`src/rtl/pc_sequencer_if.sv`:
```
// Fetch-PC sequencer bus: pipeline control inputs and PC/trap status outputs.
// The PC_STATS_EN build adds the fetch_cnt/trap_cnt statistics signals.
interface pc_sequencer_if;
    logic        stall;
    logic        br_req;
    logic [31:0] br_target;
    logic        eret;
    logic [31:0] pc;
    logic        pc_valid;
    logic        exc;
    logic [31:0] epc;
    logic [31:0] badvaddr;
    logic        in_handler;
`ifdef PC_STATS_EN
    logic [31:0] fetch_cnt;
    logic [15:0] trap_cnt;
`endif

    modport master (
        output stall, br_req, br_target, eret,
`ifdef PC_STATS_EN
        input  fetch_cnt, trap_cnt,
`endif
        input  pc, pc_valid, exc, epc, badvaddr, in_handler
    );

    modport slave (
        input  stall, br_req, br_target, eret,
`ifdef PC_STATS_EN
        output fetch_cnt, trap_cnt,
`endif
        output pc, pc_valid, exc, epc, badvaddr, in_handler
    );
endinterface

```
`src/rtl/pc_sequencer.sv`:
```
// Fetch program counter with window/alignment checking and trap sequencing.
// Optional macro PC_STATS_EN adds fetch_cnt and trap_cnt statistics counters.
module pc_sequencer #(
    parameter logic [31:0] PC_INIT = 32'h0000_3000,
    parameter logic [31:0] PC_LO   = 32'h0000_3000,
    parameter logic [31:0] PC_HI   = 32'h0000_4fff,
    parameter logic [31:0] HANDLER = 32'h0000_4180
) (
    input logic          clk,
    input logic          rst_n,
    pc_sequencer_if.slave bus
);
    typedef enum logic [1:0] {
        ST_RUN     = 2'd0,
        ST_TRAP    = 2'd1,
        ST_HANDLER = 2'd2,
        ST_LOCK    = 2'd3
    } state_t;

    state_t      state_r;
    logic [31:0] pc_r;
    logic [31:0] epc_r;
    logic [31:0] badvaddr_r;
    logic [31:0] pend_tgt_r;
    logic        pend_vld_r;
    logic        exc_r;
    logic        pc_valid_r;
    logic        in_handler_r;
    logic [31:0] cand_s;
    logic        bad_s;
    logic        ret_s;
`ifdef PC_STATS_EN
    logic [31:0] fetch_cnt_r;
    logic [15:0] trap_cnt_r;
`endif

    // Next-PC candidate selection and legality check.
    always_comb begin
        ret_s = (state_r == ST_HANDLER) && bus.eret;
        if (ret_s) begin
            cand_s = epc_r + 32'd4;
        end else if (bus.br_req) begin
            cand_s = bus.br_target;
        end else if (pend_vld_r) begin
            cand_s = pend_tgt_r;
        end else begin
            cand_s = pc_r + 32'd4;
        end
        bad_s = (cand_s < PC_LO) || (cand_s > PC_HI) || (cand_s[1:0] != 2'b00);
    end

    // Sequencer state machine with registered status outputs.
    always_ff @(posedge clk or negedge rst_n) begin
        if (!rst_n) begin
            state_r      <= ST_RUN;
            pc_r         <= PC_INIT;
            epc_r        <= 32'd0;
            badvaddr_r   <= 32'd0;
            pend_tgt_r   <= 32'd0;
            pend_vld_r   <= 1'b0;
            exc_r        <= 1'b0;
            pc_valid_r   <= 1'b1;
            in_handler_r <= 1'b0;
`ifdef PC_STATS_EN
            fetch_cnt_r  <= 32'd0;
            trap_cnt_r   <= 16'd0;
`endif
        end else begin
            exc_r <= 1'b0;
            case (state_r)
                ST_RUN, ST_HANDLER: begin
                    if (bus.stall) begin
                        // Eret is dropped while stalled; only redirects survive.
                        if (bus.br_req) begin
                            pend_vld_r <= 1'b1;
                            pend_tgt_r <= bus.br_target;
                        end
                    end else if (!bad_s) begin
                        pc_r       <= cand_s;
                        pend_vld_r <= 1'b0;
`ifdef PC_STATS_EN
                        fetch_cnt_r <= fetch_cnt_r + 32'd1;
`endif
                        if (ret_s) begin
                            state_r      <= ST_RUN;
                            in_handler_r <= 1'b0;
                        end
                    end else if (state_r == ST_RUN) begin
                        state_r    <= ST_TRAP;
                        pc_valid_r <= 1'b0;
                        epc_r      <= pc_r;
                        badvaddr_r <= cand_s;
                        exc_r      <= 1'b1;
                        pend_vld_r <= 1'b0;
`ifdef PC_STATS_EN
                        if (trap_cnt_r != 16'hffff) begin
                            trap_cnt_r <= trap_cnt_r + 16'd1;
                        end
`endif
                    end else begin
                        // Fault inside the handler: epc must keep the original context.
                        state_r      <= ST_LOCK;
                        pc_valid_r   <= 1'b0;
                        in_handler_r <= 1'b0;
                        badvaddr_r   <= cand_s;
                        pend_vld_r   <= 1'b0;
                    end
                end
                ST_TRAP: begin
                    state_r      <= ST_HANDLER;
                    pc_r         <= HANDLER;
                    pc_valid_r   <= 1'b1;
                    in_handler_r <= 1'b1;
                end
                ST_LOCK: begin
                    pc_valid_r   <= 1'b0;
                    in_handler_r <= 1'b0;
                end
                default: begin
                    state_r      <= ST_LOCK;
                    pc_valid_r   <= 1'b0;
                    in_handler_r <= 1'b0;
                end
            endcase
        end
    end

    assign bus.pc         = pc_r;
    assign bus.pc_valid   = pc_valid_r;
    assign bus.exc        = exc_r;
    assign bus.epc        = epc_r;
    assign bus.badvaddr   = badvaddr_r;
    assign bus.in_handler = in_handler_r;
`ifdef PC_STATS_EN
    assign bus.fetch_cnt  = fetch_cnt_r;
    assign bus.trap_cnt   = trap_cnt_r;
`endif
endmodule
```
`src/flat_wrapper.sv`:
```
// flat-port wrapper written by rule: the top's interface ports become plain ports
module pc_sequencer_flat 
#(
    parameter logic [31:0] PC_INIT = 32'h0000_3000,
    parameter logic [31:0] PC_LO   = 32'h0000_3000,
    parameter logic [31:0] PC_HI   = 32'h0000_4fff,
    parameter logic [31:0] HANDLER = 32'h0000_4180
)
  (clk, rst_n, bus_stall, bus_br_req, bus_br_target, bus_eret, bus_pc, bus_pc_valid, bus_exc, bus_epc, bus_badvaddr, bus_in_handler);
  pc_sequencer_if bus_i ();
  input logic clk;
  input logic rst_n;
  input wire logic [$bits(bus_i.stall)-1:0] bus_stall;
  input wire logic [$bits(bus_i.br_req)-1:0] bus_br_req;
  input wire logic [$bits(bus_i.br_target)-1:0] bus_br_target;
  input wire logic [$bits(bus_i.eret)-1:0] bus_eret;
  output wire logic [$bits(bus_i.pc)-1:0] bus_pc;
  output wire logic [$bits(bus_i.pc_valid)-1:0] bus_pc_valid;
  output wire logic [$bits(bus_i.exc)-1:0] bus_exc;
  output wire logic [$bits(bus_i.epc)-1:0] bus_epc;
  output wire logic [$bits(bus_i.badvaddr)-1:0] bus_badvaddr;
  output wire logic [$bits(bus_i.in_handler)-1:0] bus_in_handler;
  assign bus_i.stall = bus_stall;
  assign bus_i.br_req = bus_br_req;
  assign bus_i.br_target = bus_br_target;
  assign bus_i.eret = bus_eret;
  assign bus_pc = bus_i.pc;
  assign bus_pc_valid = bus_i.pc_valid;
  assign bus_exc = bus_i.exc;
  assign bus_epc = bus_i.epc;
  assign bus_badvaddr = bus_i.badvaddr;
  assign bus_in_handler = bus_i.in_handler;
  pc_sequencer #(.PC_INIT(PC_INIT), .PC_LO(PC_LO), .PC_HI(PC_HI), .HANDLER(HANDLER)) u_core (.clk(clk), .rst_n(rst_n), .bus(bus_i));
endmodule
```
`config.mk`:
```
export PLATFORM = sky130hd
export DESIGN_NAME = pc_sequencer_flat
export DESIGN_NICKNAME = d
export VERILOG_FILES = /design/src/rtl/pc_sequencer_if.sv /design/src/rtl/pc_sequencer.sv /design/src/flat_wrapper.sv
export SDC_FILE = /design/constraint.sdc
export NUM_CORES = 1
export LEC_CHECK = 0
export BUFFER_PORTS_ARGS = -buffer_cell sky130_fd_sc_hd__buf_2
export CAP_MARGIN = 20
export CORE_ASPECT_RATIO = 1.5
export CORE_UTILIZATION = 55
export CTS_CLUSTER_DIAMETER = 50
export DETAILED_ROUTE_END_ITERATION = 12
export PLACE_DENSITY = 0.88
export SYNTH_ARGS = -nofsm -noshare
export SYNTH_HDL_FRONTEND = slang
export SYNTH_SLANG_ARGS = --single-unit
```
`constraint.sdc`:
```
create_clock -name clk -period 5 [get_ports clk]
set_input_delay 0.5 -clock clk [delete_from_list [all_inputs] [get_ports clk]]
set_output_delay 0.5 -clock clk [all_outputs]
set_load 0.02 [all_outputs]
```
==> metrics, run 1 <==
input/output buffers 135; total of fill cells in the finished design 996; register share of total power 44.1%; Initial Utilization 56.66%; buffer and inverter count on the worst path 1; largest stage delay on the critical path 0.74 ns; Max VDD drop 0.0002365 V; simple logic cell fraction of the synthesized area 18.35%; Post-Route WL 23360 um; setup TNS 0 ns; total number of vias 6782; Worst Setup SP u_core.bus.pc[2]$_DFFE_PN0P_; hold crit path type in -> async; ys async rst share 100.0%; Syn Area/Cell 10.11 um2; area of the multi-input gates 0.003747 mm2; combinational power share 7.4%; syn_nets 772; total core area 0.01308 mm2; First-pass DRT Iterations 5; CP arrival 4.99 ns; post-DR vias/cell 6.578; leading post-synthesis cells by cell area dfrtp_1 44%, mux2_2 8.4%, mux2i_1 3.4%, mux2_1 3.0%, nand2_1 2.5%; part of the cycle the worst path needs 93.08%; internal power 0.001946 W; worst reg2reg startpoint u_core.bus.pc[2]$_DFFE_PN0P_; ANT cells 0; r2r setup slk 0.35 ns; final-report hold violation count 0; CP max stage cell or4_1; Setup Viol. Count Final 0; sw power 0.0006063 W; CTS Buf Count 17; Clk pin slew, worst setup/hold paths 0.06 ns; row cnt 51; Crit Path Class reg -> reg; fmax 214.9 MHz; GPL Wtd Cong 0.9383; root buffer cell clkbuf_16; Congestion Overflow GR 0; slew margin rel. 46.02%; status completed; Die H 144.2 um; Routed Antenna Nets 0; CTS tree yes; warnings from Yosys 0; Synth top area share 44.23%; area grow syn2layout 19.01%; vias in the first global route 6575; Nets 899; DIE WIDTH 96.79 um; RSZ-0062 raised after global routing no; clock power share 48.5%; Synth Area in Compound Gates 12.41%; CP delay by family, top simple AND/OR/NAND/NOR gates; crit path max fanout 28; Post-Syn Area 0.007412 mm2; Max Cap Violations 0; mux cell area share after synthesis 14.77%; Sequential Area 0.003357 mm2; Yosys top cell by area dfrtp_1; Crit. End Element flop; Final Max Tran Viols 0; DRC Markers 0; Synth Flop Type dfrtp_1; PwrDens 289.3 mW/mm2; overall power 0.002552 W; Setup Buffers After CTS 0; largest net degree at the start of global routing 82; DP Wirelength 16840 um; Worst setup SP type flop; first-pass GRT wire length 36200 um; Post-synth EDFFs 0; main combinational cell family by area after synthesis simple AND/OR/NAND/NOR gates; post-synthesis sequential area ratio 45.29%; fin crit period 4.654 ns; clk_lat worst skew 0.42 ns; Sw Ratio 23.75%; most common cell after layout, fill and taps aside buf_2; GRT Total Usage 33.61%; clock sinks 134; synthesized-area fraction occupied by adder cells 0.3376%; Clock Skews 0.007663 ns; Worst-Margin Slew 0.8068 ns; Netlist cell types 65; leakage power 4.348 nW; Clock Path Buffers 2; area share of xor/xnor cells in the synthesized design 4.490%; num ports 136; Mapped Cells 733; post-cts sizing count 0; initial antenna violation count 0; commonest cells after routing, fill and taps aside 134 x buf_2, 131 x dfrtp_1, 55 x mux2_2; Worst Path Required 5.34 ns; proportion of layout cells with a drive suffix above 1 29.01%; crit path cell chain ha_1 -> nand3_1 -> or4_1 -> nor4_1 -> mux2i_1 -> o21ai_0 -> or4b_1 -> or4_1 -> nor3_4 -> buf_4 -> mux2i_1; FF+latch count, synth 134; initial drt markers 708; DIE AREA 0.01395 mm2; cts hold-fix bufs 0; H-tree lvl count 4; wire per inst 22.66 um
==> Yosys cell counts (21+ instances only) <==
master    count
nor2_1       40
nand2_1      50
nand3_1      27
mux2i_1      25
nor3_1       21
inv_1        28
mux2_2       55
dfrtp_1     131
clkbuf_1     28
nand4_1      22
o21ai_0      28
==> cells by family after synthesis <==
logic type,Yosys count
flops,134
simple gates,250
buf+inv,76
mux,100
fa+ha+maj,2
compound gates,133
xor+xnor,38
==> cell type report <==
type	instances	area share (%)
flip-flops and latches	134	38.06
well taps	159	2.255
clock inverters	8	1.121
inverters	29	1.234
clock buffers	23	5.418
repair buffers	155	9.433
multi-input cells	523	42.48
==> power groups by stage <==
stage / Sequential (W) / Clock [W] / Combinational, W
3_3_place_gp: 0.00114 / 0 / 0.000184
5_1_grt: 0.00113 / 0.00129 / 0.000204
6_report: 0.00112 / 0.00124 / 0.000189
4_1_cts: 0.00112 / 0.00124 / 0.000188
3_5_place_dp: 0.00114 / 0 / 0.000187
2_1_floorplan: 0.00116 / 0 / 0.0000820
==> metal layers <==
metal | vias up | wire (um) | global-route usage, %
li1 | 2941 | - | -
met1 | 3299 | 8412 | 38.97
met2 | 417 | 11580 | 57.67
met3 | 125 | 1854 | 6.863
met4 | 0 | 1514 | 20.03
met5 | - | 0 | 0
==> registers in the layout (all words and copies together) (netlist names) <==
name,count
u_core.pend_vld_r,1
u_core.bus.badvaddr,32
u_core.bus.epc,32
u_core.pend_tgt_r,32
u_core.state_r,2
u_core.bus.exc,1
u_core.bus.in_handler,1
u_core.bus.pc_valid,1
u_core.bus.pc,32
==> stage by stage <==
stage	utilization (%)	std cells	area [um2]	setup slack (ns)	hold WS (ns)
detailed placement	63.02	1000	8244	0.5255	0.4684
CTS	67.43	1031	8821	0.4642	0.1469
finish	67.43	1031	8821	0.3462	0.08868
global route	67.43	1031	8821	0.1525	0.1717
global placement	63.02	1000	8244	0.5805	0.4594
floorplan	-	733	7412	1.108	0.2044
==> worst paths after layout <==
path | cells past startpoint | to
worst min-delay path | 1 | u_core.bus.badvaddr[7]$_DFFE_PN0P_
min in group clk | 2 | u_core.pend_tgt_r[16]$_DFFE_PN0P_
worst max-delay path | 11 | u_core.bus.pc[7]$_DFFE_PN0P_
worst min register to register | 1 | u_core.bus.badvaddr[15]$_DFFE_PN0P_
worst max register to register | 11 | u_core.bus.pc[7]$_DFFE_PN0P_
max in group asynchronous | 2 | u_core.pend_tgt_r[29]$_DFFE_PN0P_
No activity file was read; power rests on OpenSTA's default activity.
==> inputs of run 2 (changes only) <==
- MAX_ROUTING_LAYER: not set -> met4
==> metrics, run 2 (synthesis gave the netlist of run 1 again) <==
area grow syn2layout 18.45%; CTS tree yes; Congestion Overflow GR 0 (unchanged); largest stage delay on the critical path 0.75 ns (about the same); Post-Route WL 23580 um (+0.94%); Worst setup SP type flop; input/output buffers 135 (unchanged); Max VDD drop 0.0002391 V (+1.1%); post-DR vias/cell 6.619 (+0.63%); GPL Wtd Cong 0.9779 (+4.2%); ANT cells 0 (unchanged); CP endpoint u_core.bus.pc[11]$_DFFE_PN0P_; Worst Setup SP u_core.bus.pc[2]$_DFFE_PN0P_; Die H 144.2 um (unchanged); commonest cells after routing, fill and taps aside 134 x buf_2, 131 x dfrtp_1, 55 x mux2_2; DIE WIDTH 96.79 um (unchanged); PwrDens 280.3 mW/mm2 (-3.1%); DP Wirelength 16970 um (+0.79%); row cnt 51 (unchanged); crit path cell chain ha_1 -> nand3_1 -> or4_1 -> nor4_1 -> mux2i_1 -> o21ai_0 -> or4b_1 -> or4_1 -> nor3_4 -> buf_4 -> mux2i_1; hold crit path type in -> async; Clk pin slew, worst setup/hold paths 0.06 ns (about the same); worst reg2reg startpoint u_core.bus.pc[2]$_DFFE_PN0P_; GRT Total Usage 35.38% (+1.8 points); proportion of layout cells with a drive suffix above 1 28.82% (-0.20 points); Final Max Tran Viols 0 (unchanged); Crit. End Element flop; total number of vias 6818 (+0.53%); DIE AREA 0.01395 mm2 (unchanged); R2R cell count 11 (unchanged); total core area 0.01308 mm2 (unchanged); slew margin rel. 40.34% (-5.7 points); CP arrival 4.90 ns (-0.09 ns); setup TNS 0 ns (unchanged); Routed Antenna Nets 0 (unchanged); Final Util 67.12% (-0.32 points); Max Cap Violations 0 (unchanged); Clock Skews 0.006404 ns (-0.001259 ns); worst reg2reg path endpoint u_core.bus.pc[11]$_DFFE_PN0P_; post-cts sizing count 0 (unchanged); pre-CTS setup slack 0.6292 ns (+0.1037 ns); largest net degree at the start of global routing 74 (-9.8%); Worst-Margin Slew 0.8895 ns (+0.08276 ns); root buffer cell clkbuf_16; leakage power 4.334 nW (-0.31%); Nets 901 (+0.22%); fin crit period 4.561 ns (-0.09280 ns); overall power 0.002461 W (-3.6%); Initial Utilization 56.66% (unchanged); Clock Path Buffers 2 (unchanged); initial drt markers 736 (+4.0%); part of the cycle the worst path needs 91.22% (-1.9 points); Final WS setup 0.4390 ns (+0.09280 ns); Crit Path Class reg -> reg; Setup Buffers After CTS 0 (unchanged); H-tree lvl count 4 (unchanged); First-pass DRT Iterations 7 (+2); initial antenna violation count 0 (unchanged); wire per inst 22.90 um (+1.0%); CTS Buf Count 17 (unchanged); first-pass GRT wire length 36760 um (+1.5%); r2r setup slk 0.44 ns (+0.09 ns); status completed; CP max stage cell or4_1; RSZ-0062 raised after global routing no; DRC Markers 0 (unchanged); Min Hold Slack 0.1085 ns (+0.01978 ns); Setup Viol. Count Final 0 (unchanged); final-report hold violation count 0 (unchanged); Worst Path Required 5.33 ns (about the same); clk_lat worst skew 0.42 ns (about the same); num ports 136 (unchanged); fmax 219.3 MHz (+2.0%); cts hold-fix bufs 0 (unchanged); clock sinks 134 (unchanged); vias in the first global route 6719 (+2.2%); most common cell after layout, fill and taps aside buf_2; crit path max fanout 28 (unchanged)
-- run 2: cell count changes in the layout (fill, tap and decap cells not counted), sizes merged --
cell,change
buf,+2
bufinv,-1
clkinv,-1
clkinvlp,-1
-- run 2: routing by layer --
metal  wire [um]  global-route usage, %
met3        1858                  6.428
met5           0                      -
met2       11650                  58.75
met1        8477                  39.73
met4        1599                  22.15
-- run 2: worst max-delay path: cells and delay by family, from the launching register on --
kind / cells / cell delay [ns]
mux: 2 / 0.62
simple gates: 6 / 2.69
buf+inv: 1 / 0.34
flops: 1 / 0.44
fa+ha+maj: 1 / 0.27
compound gates: 1 / 0.11
-- run 2: power breakdown --
part           switching (W)  internal [W]  total, W
Clock               0.000450      0.000695   0.00115
Combinational       0.000124     0.0000683  0.000192
Sequential         0.0000148       0.00111   0.00112
-- run 2: how the worst min path moves through the flow --
stage	from	end	cells after the start
final	rst_n	u_core.bus.badvaddr[11]$_DFFE_PN0P_	1
after global routing	rst_n	u_core.bus.badvaddr[11]$_DFFE_PN0P_	1
after CTS	rst_n	u_core.pend_tgt_r[9]$_DFFE_PN0P_	1
after detailed placement	u_core.bus.badvaddr[5]$_DFFE_PN0P_	u_core.bus.badvaddr[5]$_DFFE_PN0P_	1
after global placement	u_core.bus.badvaddr[15]$_DFFE_PN0P_	u_core.bus.badvaddr[15]$_DFFE_PN0P_	1
after floorplan	rst_n	u_core.bus.badvaddr[0]$_DFFE_PN0P_	0
-- run 2: area by class of cell --
class / count / area [um2]
Sequential cell: 134 / 3357
Tap cell: 159 / 198.9
Fill cell: 993 / 4302
Timing Repair Buffer: 157 / 847.1
Inverter: 29 / 108.9
Multi-Input combinational cell: 523 / 3747
Clock buffer: 23 / 467.9
Clock inverter: 5 / 52.55
-- run 2: stage by stage --
step | instances | instance area, um2
after global routing | 1030 | 8780
final | 1030 | 8780
after global placement | 1002 | 8259
after CTS | 1030 | 8780
after floorplan | 733 | 7412
after detailed placement | 1002 | 8259
